==> config.mk <==
export PLATFORM = sky130hd
export DESIGN_NAME = univ_shift_reg_flat
export DESIGN_NICKNAME = d
export VERILOG_FILES = /design/src/rtl/univ_shift_reg_if.sv /design/src/rtl/univ_shift_reg.sv /design/src/flat_wrapper.sv
export SDC_FILE = /design/constraint.sdc
export NUM_CORES = 1
export LEC_CHECK = 0
export CORE_UTILIZATION = 42
export CTS_CLUSTER_DIAMETER = 40
export DETAILED_ROUTE_END_ITERATION = 8
export PLACE_DENSITY_LB_ADDON = 0.2
export SYNTH_ARGS = -nofsm -noshare
export SYNTH_HDL_FRONTEND = slang
export SYNTH_SLANG_ARGS = --single-unit
==> constraint.sdc <==
create_clock -name clk -period 1.2 [get_ports clk]
set_input_delay 0.12 -clock clk [delete_from_list [all_inputs] [get_ports clk]]
set_output_delay 0.12 -clock clk [all_outputs]
set_load 0.1 [all_outputs]
==> src/rtl/univ_shift_reg_if.sv <==
// Bus bundle for univ_shift_reg: control, parallel/serial data and status.
// master drives the controls, slave is the register itself.
interface univ_shift_reg_if #(
  parameter int DW = 8,
  parameter int CW = $clog2(DW + 1)
);
  logic          enb;
  logic [2:0]    mode;
  logic [DW-1:0] inp;
  logic          sin_r;
  logic          sin_l;
  logic [DW-1:0] out;
  logic          sout;
  logic [CW-1:0] cnt;
  logic          word_vld;

  modport master (
    output enb, mode, inp, sin_r, sin_l,
    input  out, sout, cnt, word_vld
  );

  modport slave (
    input  enb, mode, inp, sin_r, sin_l,
    output out, sout, cnt, word_vld
  );
endinterface

==> src/rtl/univ_shift_reg.sv <==
// Universal shift register: hold/load/shift/rotate with a word-completion counter.
// Optional macro UNIV_SHIFT_REG_ROTATE_EN builds ROR/ROL; otherwise those modes act as HOLD.
module univ_shift_reg #(
  parameter int DW = 8,
  parameter int CW = $clog2(DW + 1)
) (
  input  logic               clk,
  input  logic               rst,
  univ_shift_reg_if.slave    bus
);

  typedef enum logic [2:0] {
    OP_HOLD = 3'd0,
    OP_LOAD = 3'd1,
    OP_SHR  = 3'd2,
    OP_SHL  = 3'd3,
    OP_ROR  = 3'd4,
    OP_ROL  = 3'd5
  } op_e;

  localparam logic [CW-1:0] CNT_LAST = CW'(DW - 1);

  logic [DW-1:0] out_q, out_d;
  logic          sout_q, sout_d;
  logic [CW-1:0] cnt_q, cnt_d;
  logic          word_vld_q, word_vld_d;
  logic          shift_s;
  op_e           op_s;

  // Reserved encodings (and rotates when not built) collapse onto HOLD here.
  function automatic op_e decode_mode(input logic [2:0] mode);
    op_e op;
    case (mode)
      3'b001:  op = OP_LOAD;
      3'b010:  op = OP_SHR;
      3'b011:  op = OP_SHL;
`ifdef UNIV_SHIFT_REG_ROTATE_EN
      3'b100:  op = OP_ROR;
      3'b101:  op = OP_ROL;
`endif
      default: op = OP_HOLD;
    endcase
    return op;
  endfunction

  // Next-state data path, serial output and word counter.
  always_comb begin
    op_s       = decode_mode(bus.mode);
    out_d      = out_q;
    sout_d     = sout_q;
    cnt_d      = cnt_q;
    word_vld_d = 1'b0;
    shift_s    = 1'b0;
    if (bus.enb) begin
      case (op_s)
        OP_LOAD: begin
          out_d = bus.inp;
          cnt_d = {CW{1'b0}};
        end
        OP_SHR: begin
          out_d   = {bus.sin_r, out_q[DW-1:1]};
          sout_d  = out_q[0];
          shift_s = 1'b1;
        end
        OP_SHL: begin
          out_d   = {out_q[DW-2:0], bus.sin_l};
          sout_d  = out_q[DW-1];
          shift_s = 1'b1;
        end
`ifdef UNIV_SHIFT_REG_ROTATE_EN
        OP_ROR: begin
          out_d   = {out_q[0], out_q[DW-1:1]};
          sout_d  = out_q[0];
          shift_s = 1'b1;
        end
        OP_ROL: begin
          out_d   = {out_q[DW-2:0], out_q[DW-1]};
          sout_d  = out_q[DW-1];
          shift_s = 1'b1;
        end
`endif
        default: begin
          out_d = out_q;
        end
      endcase

      // A mode change mid-word keeps counting; only load, completion or reset clear it.
      if (shift_s) begin
        if (cnt_q == CNT_LAST) begin
          cnt_d      = {CW{1'b0}};
          word_vld_d = 1'b1;
        end else begin
          cnt_d      = cnt_q + {{(CW-1){1'b0}}, 1'b1};
          word_vld_d = 1'b0;
        end
      end else begin
        word_vld_d = 1'b0;
      end
    end else begin
      word_vld_d = 1'b0;
    end
  end

  // State registers with synchronous reset taking priority over enable and mode.
  always_ff @(posedge clk) begin
    if (rst) begin
      out_q      <= {DW{1'b0}};
      sout_q     <= 1'b0;
      cnt_q      <= {CW{1'b0}};
      word_vld_q <= 1'b0;
    end else begin
      out_q      <= out_d;
      sout_q     <= sout_d;
      cnt_q      <= cnt_d;
      word_vld_q <= word_vld_d;
    end
  end

  assign bus.out      = out_q;
  assign bus.sout     = sout_q;
  assign bus.cnt      = cnt_q;
  assign bus.word_vld = word_vld_q;

endmodule

==> src/flat_wrapper.sv <==
// flat-port wrapper written by rule: the top's interface ports become plain ports
module univ_shift_reg_flat 
#(
  parameter int DW = 8,
  parameter int CW = $clog2(DW + 1)
)
  (clk, rst, bus_enb, bus_mode, bus_inp, bus_sin_r, bus_sin_l, bus_out, bus_sout, bus_cnt, bus_word_vld);
  univ_shift_reg_if #(.DW(DW), .CW(CW)) bus_i ();
  input  logic clk;
  input  logic rst;
  input wire logic [$bits(bus_i.enb)-1:0] bus_enb;
  input wire logic [$bits(bus_i.mode)-1:0] bus_mode;
  input wire logic [$bits(bus_i.inp)-1:0] bus_inp;
  input wire logic [$bits(bus_i.sin_r)-1:0] bus_sin_r;
  input wire logic [$bits(bus_i.sin_l)-1:0] bus_sin_l;
  output wire logic [$bits(bus_i.out)-1:0] bus_out;
  output wire logic [$bits(bus_i.sout)-1:0] bus_sout;
  output wire logic [$bits(bus_i.cnt)-1:0] bus_cnt;
  output wire logic [$bits(bus_i.word_vld)-1:0] bus_word_vld;
  assign bus_i.enb = bus_enb;
  assign bus_i.mode = bus_mode;
  assign bus_i.inp = bus_inp;
  assign bus_i.sin_r = bus_sin_r;
  assign bus_i.sin_l = bus_sin_l;
  assign bus_out = bus_i.out;
  assign bus_sout = bus_i.sout;
  assign bus_cnt = bus_i.cnt;
  assign bus_word_vld = bus_i.word_vld;
  univ_shift_reg #(.DW(DW), .CW(CW)) u_core (.clk(clk), .rst(rst), .bus(bus_i));
endmodule
==> results by stage <==
Finish:
- After the flow finishes, the layout carries non-filler instances totaling approximately 140.
- The fraction of final layout cells sized beyond drive strength 1 is around 38%.
- The count of inserted antenna diode cells is 0.
- In the layout the commonest cells are nand2_1 (16), buf_12 (15), clkdlybuf4s50_1 (12), a21oi_1 (10), dfxtp_2 (10).
- The most common cell after layout, fill and taps aside is nand2_1.
- Once layout is complete, the utilization of the core stands at 83.4%.
- The growth of design area from synthesis to finish is 75.2%.
- The total number of nets in the final design is approximately 140.
- The number of fill cells is 81.

Power and ir drop:
- For this design the static power due to leakage is between 0.5 and 0.6 nW.
- Dividing total power by cell area gives a power density of 914 nW/um^2.
- The worst-case IR drop observed on VDD is 0.000795 V.

Clock network:
- The clock passes through at most 2 buffers.
- The latest clock arrival within the worst-skew pair is between 200 and 300 ps.
- The total of hold buffers inserted after clock tree synthesis is 0.
- The clock tree from TritonCTS is done.
- The number of buffers inserted during clock tree synthesis is 3.
- The maximum level of the CTS H-tree is 1.
- The clock transition time at the flip-flop clock pins of the worst setup and hold paths is 90 ps.
- The master cell of the clock root buffer is clkbuf_4.
- The number of sinks handled by clock tree synthesis is 14.
- The count of instances resized after the clock tree is built is 0.
- Buffers added to address setup during post-CTS repair amount to 0.

Worst setup path:
- The critical register-to-register path startpoint is u_core.bus.cnt[0]$_SDFFE_PP0P_.
- STA classifies the critical path endpoint as a flop.
- The worst flop-to-flop path endpoint is u_core.bus.cnt[3]$_SDFFE_PP0P_.
- The critical path is of the in2reg type.
- The data arrival at the endpoint of the critical path is 1370 ps.
- The slack of the worst reg-to-reg path is approximately 80 ps.
- The depth of the worst register-to-register path is 4.
- At the worst endpoint, the required time is 1370 ps.
- The worst setup path is launched from an input port.
- The largest fanout on the critical path is 10.

Timing:
- The clock period could shrink to ~1200 ps.
- Setup repair after global routing left no endpoint under its margin.
- The transition time at the pin with the least slew margin is roughly 370 ps.
- The clock skew after layout is about 2.9 ps.
- The final-report hold violation count was 0.
- Of the available clock period, the critical path in the final layout requires between 90% and 100%.
- The final count of pins violating max slew was 0.
- Setup violations remaining at the end of the flow were counted as 0.
- The worst pin sits at a relative slew slack of around three quarters.
- Hold timing on the final database bottoms out at a slack of 276 ps.
- Based on the critical path, the design can be clocked at up to roughly 0.83 GHz.

Logic synthesis:
- Yosys printed 0 warnings.
- When the netlist entered floorplanning its net count stood at about 100.
- The number of distinct library cell variants in the gate-level netlist after synthesis is 29.
- The mean post-synth cell area is 8.82 sq um.
- The post-synthesis sequential area ratio is ~37%.
- The synthesized netlist cell count is between 80 and 90.
- The synthesized netlist occupies a cell area of about 760 sq um.
- The register bit count reported by yosys is 14.

Place:
- Counting tap cells, the placed design contains a total of around 140 instances.
- The half-perimeter wire length after detailed placement is 1400 um.
- The count of buffers inserted at the top-level ports is 29.
- The last weighted congestion value of the routability-driven placer is around 0.8.

Drt:
- Dividing the detail-routed via count by the number of cells gives approximately 5.5.
- The number of vias in the routed layout is around 790.
- The final antenna-violating net count is 0.
- The detailed-route wire length per cell is roughly 14 um.
- The first-pass iteration count of the detailed router is 4.
- After detailed routing, the number of remaining DRC violations is 0.
- The wire length reported by the detailed router is 2070 um.
- After the first detailed-routing iteration, the DRC count stood at 27.

Die:
- The row count is 14.
- The overall die height is around 44 um.
- The die covers between 1500 and 2000 sq um.
- The initial utilization of the core area, before any placement, comes to 47.6%.
- The width of the chip is between 40 and 50 um.
- The number of I/O pins is 30.
- The core region is ~1600 sq um.

GRT:
- The maximum number of pins on one net before global-route repair is 21.
- In the global route stage, overall resource usage came out at 20.1%.
- The number of global-route vias before repair is between 600 and 700.
- The overall overflow remaining after global route is 0.
- The first global-routing pass estimated a little under 3000 um of wire.
- The initial antenna violation count is 0.

Outcome:
- The flow ran to the end, and the final reports show no timing, DRC or antenna violations.

Hold path:
- The worst hold path begins at bus_enb.
- In this run the worst hold path is classified as in2reg.
- The worst hold path terminates at u_core.bus.sout$_SDFFE_PP0N_.
- Counting instances, the worst hold path has a depth of 3.

Flow run:
- The max-capacitance violation count is 0.
[state kept, by name, indices dropped and copies added, names as in the netlist]
| signal | flops |
|---|---|
| u_core.bus.cnt | 4 |
| u_core.bus.sout | 1 |
| u_core.bus.out | 8 |
| u_core.bus.word_vld | 1 |
[synth_stat cells]
library cell / count / share of area (%)
nand3_1: 1 / 0.66
dfxtp_1: 14 / 37
a21oi_1: 10 / 6.6
nor2b_1: 1 / 0.83
nor2_1: 3 / 1.5
nand2_1: 16 / 7.9
buf_4: 1 / 0.99
buf_2: 1 / 0.66
nor3b_1: 1 / 0.99
o211a_1: 1 / 1.3
o21ai_2: 1 / 1.2
a211oi_1: 1 / 0.99
o211ai_1: 8 / 7.9
and3b_1: 1 / 1.2
a32oi_1: 1 / 1.2
nor3_1: 3 / 2.0
o211ai_2: 1 / 1.6
ha_1: 1 / 1.6
and2b_4: 1 / 1.3
nand3b_1: 1 / 0.99
mux2i_1: 8 / 11
a21oi_2: 1 / 1.2
xnor2_1: 1 / 1.2
and2b_1: 1 / 0.99
inv_1: 1 / 0.49
buf_6: 3 / 4.5
a22o_1: 1 / 1.2
clkbuf_1: 1 / 0.49
nand4b_1: 1 / 1.2
[worst max-delay path, stage by stage]
cell             delay (ps)
clkdlybuf4s50_1         560
and2b_2                 330
o211ai_1                260
a21oi_1                 100
[metal layers]
| metal | part of all wire (%) | wire [um] | vias to the layer above | GRT usage, % |
|---|---|---|---|---|
| met5 | 0 | 0 | - | 0 |
| met4 | 1.4 | 28 | 0 | 7.27 |
| met3 | 7.1 | 148 | 4 | 3.67 |
| met2 | 50 | 1040 | 40 | 33.2 |
| met1 | 41 | 857 | 365 | 26.1 |
| li1 | - | - | 382 | - |
[how the worst max path moves through the flow]
stage	slack [ps]	cells after the start	end	start
final	1	4	u_core.bus.out[6]$_SDFFE_PP0P_	bus_mode[2]
after CTS	10	6	u_core.bus.out[6]$_SDFFE_PP0P_	bus_mode[0]
after floorplan	-50	4	u_core.bus.cnt[3]$_SDFFE_PP0P_	u_core.bus.cnt[0]$_SDFFE_PP0P_
after global routing	6	6	u_core.bus.out[1]$_SDFFE_PP0P_	bus_mode[2]
after detailed placement	-240	6	u_core.bus.out[5]$_SDFFE_PP0P_	bus_mode[0]
after global placement	-200	6	u_core.bus.out[2]$_SDFFE_PP0P_	bus_mode[0]
[power breakdown]
part	internal, mW	leakage, nW	switching (mW)
sequential	0.478	0.121	0.0262
clock	0.185	0.0210	0.161
combinational	0.157	0.387	0.207
total	0.821	0.529	0.394
[logic make-up (layout without fill, tap and decap cells)]
group	Yosys count	in the layout	synth area share, %
mux	8	8	10.6
compound gates	25	25	23.1
fa+ha+maj	1	1	1.65
buf+inv	7	40	7.09
flops	14	14	37.0
xor+xnor	1	1	1.16
simple gates	30	31	19.5
[metrics by stage]
| stage | setup WS (ps) | cell area (sq um) | total power, mW | setup TNS [ps] |
|---|---|---|---|---|
| floorplan | -53.8 | 795 | 0.713 | -89.2 |
| global placement | -198 | 1260 | 0.863 | -2180 |
| detailed placement | -240 | 1260 | 0.867 | -2600 |
| CTS | 12.1 | 1300 | 1.20 | 0 |
| global route | 5.70 | 1330 | 1.26 | 0 |
| finish | 1.45 | 1330 | 1.21 | 0 |
[area by class of cell]
cell class	instances	area [sq um]	share of cell area, %
Inverter	1	3.75	0.282
Timing Repair Buffer	35	495	37.3
Clock buffer	4	36.3	2.73
Sequential cell	14	304	22.9
Tap cell	24	30.0	2.26
Multi-Input combinational cell	66	459	34.6
Note: power is estimated with default switching activity, not from simulation.
